--- config.mk ---
export PLATFORM = sky130hd
export DESIGN_NAME = keypad_entry_mux_flat
export DESIGN_NICKNAME = d
export VERILOG_FILES = /design/src/rtl/ssd_pkg.sv /design/src/rtl/keypad_entry_mux_if.sv /design/src/rtl/ssd_refresh_timer.sv /design/src/rtl/keypad_entry_mux.sv /design/src/flat_wrapper.sv
export SDC_FILE = /design/constraint.sdc
export NUM_CORES = 1
export LEC_CHECK = 0
export CAP_MARGIN = 40
export CORE_MARGIN = 10
export CORE_UTILIZATION = 40
export DETAILED_ROUTE_END_ITERATION = 10
export SYNTH_ARGS = -nofsm -noshare
export SYNTH_HDL_FRONTEND = slang
export SYNTH_SLANG_ARGS = --single-unit
--- constraint.sdc ---
create_clock -name clk -period 2.81 [get_ports clk]
set_input_delay 0.7025 -clock clk [delete_from_list [all_inputs] [get_ports clk]]
set_output_delay 0.7025 -clock clk [all_outputs]
set_load 0.005 [all_outputs]
--- src/rtl/ssd_pkg.sv ---
// Shared types and constants for the keypad entry / two-digit SSD multiplexer.
package ssd_pkg;

    typedef enum logic [1:0] {
        IDLE,
        PRESS_WAIT,
        HELD,
        RELEASE_WAIT
    } entry_state_t;

    typedef logic [3:0] digit_t;

    localparam logic CSEL_RIGHT = 1'b0;
    localparam logic CSEL_LEFT  = 1'b1;

    function automatic int max_int(input int a, input int b);
        return (a > b) ? a : b;
    endfunction

endpackage

--- src/rtl/keypad_entry_mux_if.sv ---
// Keypad-side inputs and display-side outputs of keypad_entry_mux.
interface keypad_entry_mux_if;
    import ssd_pkg::*;

    digit_t     key_code;
    logic       key_valid;
    logic       clr;
    digit_t     disp_val;
    logic       disp_blank;
    logic       chip_sel;
    logic       key_event;
    logic [1:0] digit_cnt;

    modport master (
        output key_code, key_valid, clr,
        input  disp_val, disp_blank, chip_sel, key_event, digit_cnt
    );

    modport slave (
        input  key_code, key_valid, clr,
        output disp_val, disp_blank, chip_sel, key_event, digit_cnt
    );

endinterface

--- src/rtl/ssd_refresh_timer.sv ---
// Free-running digit refresh timer: toggles chip_sel every HALF_CYCLES clocks.
module ssd_refresh_timer
    import ssd_pkg::*;
#(
    parameter int HALF_CYCLES = 10,
    parameter int CNT_W       = $clog2(HALF_CYCLES)
) (
    input  logic clk,
    input  logic rst,
    output logic chip_sel
);

    localparam logic [CNT_W-1:0] HALF_LAST = CNT_W'(HALF_CYCLES - 1);

    logic [CNT_W-1:0] cnt_reg;
    logic             chip_sel_reg;

    always_ff @(posedge clk or negedge rst) begin
        if (!rst) begin
            cnt_reg      <= '0;
            chip_sel_reg <= CSEL_RIGHT;
        end else if (cnt_reg == HALF_LAST) begin
            cnt_reg      <= '0;
            chip_sel_reg <= ~chip_sel_reg;
        end else begin
            cnt_reg <= cnt_reg + 1'b1;
        end
    end

    assign chip_sel = chip_sel_reg;

endmodule

--- src/rtl/keypad_entry_mux.sv ---
// Debounced keypad press qualification, two-digit entry shift register and
// time-multiplexed output onto the shared seven-segment bus.
module keypad_entry_mux
    import ssd_pkg::*;
#(
    parameter int clk_freq    = 125_000_000,
    parameter int stable_time = 10,
    parameter int refresh_hz  = 100
) (
    input  logic               clk,
    input  logic               rst,
    keypad_entry_mux_if.slave  bus
);

    localparam int STABLE_CYCLES = clk_freq / 1000 * stable_time;
    localparam int HALF_CYCLES   = clk_freq / (2 * refresh_hz);
    localparam int CNT_RAW       = $clog2(max_int(STABLE_CYCLES, HALF_CYCLES));
    localparam int CNT_W         = (CNT_RAW < 1) ? 1 : CNT_RAW;
    localparam logic [CNT_W-1:0] STABLE_LAST = CNT_W'(STABLE_CYCLES - 1);

    if (STABLE_CYCLES < 2 || HALF_CYCLES < 2) begin : g_param_check
        $error("keypad_entry_mux: STABLE_CYCLES and HALF_CYCLES must both be >= 2");
    end

    entry_state_t     state_reg, state_next;
    logic [CNT_W-1:0] cnt_reg, cnt_next;
    digit_t           cand_reg, cand_next;
    logic             accept;
    logic             arm_reg;
    logic             key_event_reg;
    digit_t           left_reg, right_reg;
    logic [1:0]       digit_cnt_reg;
    digit_t           disp_val_reg;
    logic             disp_blank_reg;
    logic             chip_sel;

    ssd_refresh_timer #(
        .HALF_CYCLES (HALF_CYCLES),
        .CNT_W       (CNT_W)
    ) u_refresh (
        .clk      (clk),
        .rst      (rst),
        .chip_sel (chip_sel)
    );

    // A key already held when reset releases must be let go before it can
    // start a new press; arm_reg records that key_valid has been seen low.
    always_comb begin
        state_next = state_reg;
        cnt_next   = cnt_reg;
        cand_next  = cand_reg;
        accept     = 1'b0;
        case (state_reg)
            IDLE: begin
                if (bus.key_valid && arm_reg) begin
                    state_next = PRESS_WAIT;
                    cand_next  = bus.key_code;
                    cnt_next   = '0;
                end
            end
            PRESS_WAIT: begin
                if (!bus.key_valid) begin
                    state_next = IDLE;
                    cnt_next   = '0;
                end else if (bus.key_code != cand_reg) begin
                    cand_next = bus.key_code;
                    cnt_next  = '0;
                end else if (cnt_reg == STABLE_LAST) begin
                    state_next = HELD;
                    cnt_next   = '0;
                    accept     = 1'b1;
                end else begin
                    cnt_next = cnt_reg + 1'b1;
                end
            end
            HELD: begin
                if (!bus.key_valid) begin
                    state_next = RELEASE_WAIT;
                    cnt_next   = '0;
                end
            end
            RELEASE_WAIT: begin
                if (bus.key_valid) begin
                    state_next = HELD;
                    cnt_next   = '0;
                end else if (cnt_reg == STABLE_LAST) begin
                    state_next = IDLE;
                    cnt_next   = '0;
                end else begin
                    cnt_next = cnt_reg + 1'b1;
                end
            end
            default: state_next = IDLE;
        endcase
    end

    always_ff @(posedge clk or negedge rst) begin
        if (!rst) begin
            state_reg      <= IDLE;
            cnt_reg        <= '0;
            cand_reg       <= '0;
            arm_reg        <= 1'b0;
            key_event_reg  <= 1'b0;
            left_reg       <= '0;
            right_reg      <= '0;
            digit_cnt_reg  <= '0;
            disp_val_reg   <= '0;
            disp_blank_reg <= 1'b1;
        end else begin
            state_reg     <= state_next;
            cnt_reg       <= cnt_next;
            cand_reg      <= cand_next;
            key_event_reg <= accept;
            if (!bus.key_valid) begin
                arm_reg <= 1'b1;
            end
            // clr has priority over a simultaneous accept; the event still pulses
            if (bus.clr) begin
                left_reg      <= '0;
                right_reg     <= '0;
                digit_cnt_reg <= '0;
            end else if (accept) begin
                left_reg      <= right_reg;
                right_reg     <= cand_reg;
                digit_cnt_reg <= (digit_cnt_reg == 2'd2) ? 2'd2 : digit_cnt_reg + 2'd1;
            end
            disp_val_reg   <= (chip_sel == CSEL_LEFT) ? left_reg : right_reg;
            disp_blank_reg <= (chip_sel == CSEL_LEFT) ? (digit_cnt_reg < 2'd2)
                                                      : (digit_cnt_reg == 2'd0);
        end
    end

    assign bus.disp_val   = disp_val_reg;
    assign bus.disp_blank = disp_blank_reg;
    assign bus.chip_sel   = chip_sel;
    assign bus.key_event  = key_event_reg;
    assign bus.digit_cnt  = digit_cnt_reg;

endmodule
--- src/flat_wrapper.sv ---
// flat-port wrapper written by rule: the top's interface ports become plain ports
module keypad_entry_mux_flat import ssd_pkg::*;
#(
    parameter int clk_freq    = 125_000_000,
    parameter int stable_time = 10,
    parameter int refresh_hz  = 100
)
  (clk, rst, bus_key_code, bus_key_valid, bus_clr, bus_disp_val, bus_disp_blank, bus_chip_sel, bus_key_event, bus_digit_cnt);
  keypad_entry_mux_if bus_i ();
  input  logic clk;
  input  logic rst;
  input wire logic [$bits(bus_i.key_code)-1:0] bus_key_code;
  input wire logic [$bits(bus_i.key_valid)-1:0] bus_key_valid;
  input wire logic [$bits(bus_i.clr)-1:0] bus_clr;
  output wire logic [$bits(bus_i.disp_val)-1:0] bus_disp_val;
  output wire logic [$bits(bus_i.disp_blank)-1:0] bus_disp_blank;
  output wire logic [$bits(bus_i.chip_sel)-1:0] bus_chip_sel;
  output wire logic [$bits(bus_i.key_event)-1:0] bus_key_event;
  output wire logic [$bits(bus_i.digit_cnt)-1:0] bus_digit_cnt;
  assign bus_i.key_code = bus_key_code;
  assign bus_i.key_valid = bus_key_valid;
  assign bus_i.clr = bus_clr;
  assign bus_disp_val = bus_i.disp_val;
  assign bus_disp_blank = bus_i.disp_blank;
  assign bus_chip_sel = bus_i.chip_sel;
  assign bus_key_event = bus_i.key_event;
  assign bus_digit_cnt = bus_i.digit_cnt;
  keypad_entry_mux #(.clk_freq(clk_freq), .stable_time(stable_time), .refresh_hz(refresh_hz)) u_core (.clk(clk), .rst(rst), .bus(bus_i));
endmodule
# Word level (Yosys, flattened, before mapping)
# Cells that the tools add are included.
# W data, S select, Z words.
# word_totals
register_bits,66
ramBits,0
output_inout_bits,9
input_bits,8
latch_bits,0
n_memories,0
rom_bits,0
wordCells,72
# classes
n_div,0
bitwise,1
magnitude_cmp,1
eq_ne,14
muxes,33
n_addsub,3
n_shift,0
reduce_logical,8
n_mul,0
# op_table
operator,n
$mux W21,7
$pmux W21 S4,1
$add A21 B1 Y21 const B,2
$mux W4,8
$eq A21 B20 Y1 const B,1
$eq A21 B21 Y1 const B,1
$mux W2,10
$pmux W2 S4,1
$pmux W4 S2,1
$eq A2 B2 Y1 const B,3
$ne A3 B2 Y1 const B,2
$mux W1,5
$reduce_and A5 Y1,1
$logic_not A2 Y1,2
$ne A2 B1 Y1 const B,2
$ne A2 B2 Y1 const B,2
$ne A4 B4 Y1,1
$reduce_and A4 Y1,1
$reduce_bool A2 Y1,2
$ne A3 B3 Y1 const B,1
$add A2 B1 Y2 const B,1
$eq A2 B1 Y1 const B,1
$lt A2 B2 Y1 const B,1
$reduce_and A2 Y1,1
2 further kinds,2

# Logic depth before layout (Yosys ltp)
# logic_depth
ltp_word,7
depth_mapped,7
mapped_depth_nobuf,6

# By module
# A second synthesis with hierarchy kept.
# unflattened
hier_cells,321
hier_area_um2,3357.0
# by_module_without_submodules
mod,instances,seq_area_each_um2,cells_per_inst,area_per_inst_um2
keypad_entry_mux,1,1102.3,224,2319.7
ssd_refresh_timer,1,550.5,97,1037.2

# Worst setup path after synthesis
# OpenSTA, ideal clock, no wires.
# synth_timing
path_kind,input port to flip-flop
startpoint,input bus_key_valid
endpoint,register u_core.cnt_reg[10]
required_ps,2686
arrival_time_ps,1977
path_buffers,1
path_stages,6
setup_slack_ps,708
setup_ps,124
path_cell_list,and2b_2 -> and2_2 -> a31o_2 -> buf_2 -> and3_2 -> a211o_2
# synth_between
elab_chain_len,3
word_cells_on_any_way,7
classes_between,2 x eq/ne; 3 x mux; 2 x reduce/logical
# synth_rtl
item,line,source
start: declaration,flat_wrapper.sv:13,input wire logic [$bits(bus_i.key_valid)-1:0] bus_key_valid;
$logic_and A1 B1 Y1,keypad_entry_mux.sv:55,if (bus.key_valid && arm_reg) begin
$ne A2 B1 Y1 (no line),-,
$reduce_and A2 Y1 (no line),-,
end signal: assignment,keypad_entry_mux.sv:111,cnt_reg <= cnt_next;
end: declaration,keypad_entry_mux.sv:26,"logic [CNT_W-1:0] cnt_reg, cnt_next;"
# Several ways; a longest one is shown, not always the timed one.
# A chain may end at the register's enable or synchronous reset.

# Worst setup path in the final report
# layout_timing
startpoint,input bus_key_code[1]
endpoint,register u_core.cnt_reg[20]
# layout_between
elab_chain_len,4
# layout_rtl
item,line,source
start: declaration,flat_wrapper.sv:12,input wire logic [$bits(bus_i.key_code)-1:0] bus_key_code;
$ne A4 B4 Y1,keypad_entry_mux.sv:65,end else if (bus.key_code != cand_reg) begin
$mux W21,keypad_entry_mux.sv:65,
$mux W21,keypad_entry_mux.sv:62,if (!bus.key_valid) begin
$pmux W21 S4,keypad_entry_mux.sv:53,case (state_reg)
# Every way passes these cells.

==> metrics.md <==
| Metric | Value |
|---|---|
| Count of cell types in the netlist | `56` |
| Die Wd | `113 µm` |
| Global-route wire length before repair | `~13000 µm` |
| Area Growth Syn to Fin | `14.2%` |
| Largest net degree at the start of global routing | `just over 50` |
| CP top delay family | `compound AO/OA/AOI/OAI gates` |
| Worst Tran Pin Value | `727 ps` |
| Post-synthesis cell count | `337` |
| Fin cells | `462` |
| DRT Wirelength | `about 7300 µm` |
| Most frequent cell after synthesis | `dfrtp_1` |
| Tot GR Track Use | `0.120` |
| Power density over cell area | `514 nW/µm²` |
| Main combinational cell family by area after synthesis | `simple AND/OR/NAND/NOR gates` |
| Fin crit share | `0.827` |
| Clock Skews | `between 8 and 9 ps` |
| Area leader, netlist | `dfrtp_1` |
| Avg Cell Area, Syn | `10.2 µm²` |
| Post-CTS Resized | `0` |
| Vias per std cell | `5.62` |
| Arr. time, crit path | `2600 ps` |
| Core area | `8300 µm²` |
| Fill cells | `764` |
| Status | `finished clean` |
| Post-synth EDFFs | `0` |
| Critical path buffers and inverters | `1` |
| Critical path's largest stage delay | `450 ps` |
| Gpl congestion | `0.827` |
| Worst slew margin | `0.511` |
| Layout cell share with drive strength beyond 1 | `0.132` |
| Setup Crit Path Kind | `in -> reg` |
| CTS H-Tree Depth | `3` |
| DP Cell Count | `roughly 450` |
| Worst path cell trace | `clkdlybuf4s50_1 -> xor2_1 -> nor4_4 -> a31oi_4 -> o311ai_0 -> nor2b_1` |
| Syn. warnings | `0` |
| Post-synth net total | `approximately 350` |
| Total Nets Final | `~360` |
| Postcts setup bufs | `0` |
| Setup WS post-layout | `487 ps` |
| Area after DPL | `3700 µm²` |
| Seq/Total Area, Yosys | `0.479` |
| #FFs+latches synth | `66` |
| Io pins | `17` |
| Clock sink count | `66` |
| Setup crit end kind | `flop` |
| Post-route DRC | `0` |
| WL per Instance | `15.8 µm` |
| Hold-fix buffers at CTS | `0` |
| Clock slew at reported path FFs | `70 ps` |
| Finished Core Util | `0.475` |
| N_diodes | `0` |
| Number of global-route vias before repair | `2585` |
| Worst path slowest cell | `nor4_4` |
| Post-DRT Antenna Nets | `0` |
| Synth Area in Simple Gates | `0.259` |
| CTS tree | `done` |
| Initial Utilization | `0.416` |
| Area contributors post-synth | `dfrtp_1, nand4_1, xor2_1` |
| Xor/xnor cell area share of the yosys netlist | `0.0635` |
| Synth Area in Adders | `0.0145` |
| GRT overflow | `0` |
| Fin. Hold Viols | `0` |
| Worst skew pair latency | `340 ps` |
| Std-Cell Rows | `33` |
| Pre-CTS WS | `128 ps` |
| Root Buffer | `clkbuf_8` |
| DR vias | `roughly 2600` |
| RSZ-0062 raised after global routing | `no` |
| Max-slew violations | `0` |
| CTS Buf Count | `9` |
| Startpoint types | `input pin` |
| Fmax | `431 MHz` |
| Worst Path Required | `3080 ps` |
| Top cells by count, synth | `dfrtp_1, nand2_1, nand4_1` |
| Post-DP HPWL | `between 4000 and 5000 µm` |
| Top_reg_cell synth | `dfrtp_1` |
| Static leakage | `1.64 nW` |
| Final Instance Area | `3940 µm²` |
| Sum Neg Setup Slack | `0 ps` |
| Complex-gate fraction of the synthesized area | `0.119` |
| Drt first pass iters | `4` |
| Top-area cell type share of the netlist area | `0.471` |
| CP max FO | `13` |
| Starting DRC count in detailed routing | `108` |
| Worst VDD drop | `between 0.0002 and 0.00025 V` |
| PortBufs | `16` |
| DIE AREA | `12700 µm²` |
| Mux share of post-synthesis cell area | `0.0294` |
| Number of max-cap violations | `0` |
| Post-layout minimum cycle time | `2320 ps` |
| Hold Path Class | `in -> async` |
| Initial antenna violation count | `0` |
| CTS max path bufs | `2` |
| Mapped cell area | `3450 µm²` |
| Die Ht | `~110 µm` |
| Setup-failing EPs final | `0` |
| Asr flop ratio synth | `1.00` |
[per-stage QoR]
stage                     hold WS, ps  power [W]
final                             311    0.00203
after global routing              346    0.00211
after CTS                         327    0.00206
after detailed placement          453    0.00108
after global placement            457    0.00107
after floorplan                   407    0.00103
[worst register-to-register path, delay by kind of cell, from the launching register on]
family	cells	cell delay (ps)
flops	1	450
simple gates	4	1270
compound gates	1	330
[cell usage in the layout (no fill, tap or decap), types with 5 or more instances in the layout]
cell	n
dfrtp_1	65
nand2_1	25
nand4_1	23
nand3_1	20
o21ai_0	17
nor2_1	16
xor2_1	16
clkdlybuf4s50_1	15
a21oi_1	13
and3_1	11
and4_1	10
nor3_1	10
and2_1	10
xnor2_1	9
mux2_2	9
clkbuf_8	9
or3_1	6
buf_4	5
[per-layer routing]
metal / track usage / up-vias / part of all wire
li1: - / 1276 / -
met1: 0.158 / 1273 / 0.47
met2: 0.189 / 36 / 0.49
met3: 0.0206 / 10 / 0.026
met4: 0.0541 / 0 / 0.018
met5: 0 / - / 0
[layout make-up]
cell class,instances,area [µm²],area share
multi-input combinational,249,1670,0.424
timing repair buffer,23,233,0.0590
tap,105,131,0.0333
inverter,3,11.3,0.00286
clock inverter,6,115,0.0292
sequential,66,1650,0.419
clock buffer,10,128,0.0324
[report_power, final]
part / internal, W / switching [W] / leakage [nW] / total (W)
sequential: 0.000956 / 0.00000785 / 0.888 / 0.000964
combinational: 0.0000327 / 0.0000569 / 0.634 / 0.0000896
clock: 0.000593 / 0.000382 / 0.117 / 0.000974
[final timing paths]
path / from / depth (start not counted) / endpoint / slack (ps)
min in group clk: u_core.u_refresh.cnt_reg[20] / 1 / u_core.u_refresh.cnt_reg[20] / 460
worst min register to register: u_core.u_refresh.cnt_reg[20] / 1 / u_core.u_refresh.cnt_reg[20] / 460
max in group asynchronous: rst / 2 / u_core.bus.disp_blank / 1830
worst max-delay path: bus_key_code[1] / 6 / u_core.cnt_reg[20] / 490
worst max register to register: u_core.cnt_reg[10] / 5 / u_core.cnt_reg[5] / 640
worst min-delay path: rst / 1 / u_core.cnt_reg[1] / 310
[logic make-up (layout without fill, tap and decap cells)]
family	Yosys count	count (layout)
AO/OA/AOI/OAI	58	58
XOR/XNOR	25	25
adder cells (fa/ha/maj)	4	4
buffers and inverters	22	42
flip-flops	66	66
multiplexers	9	9
AND/OR/NAND/NOR	153	153
Power figures use the tool's default switching activity.
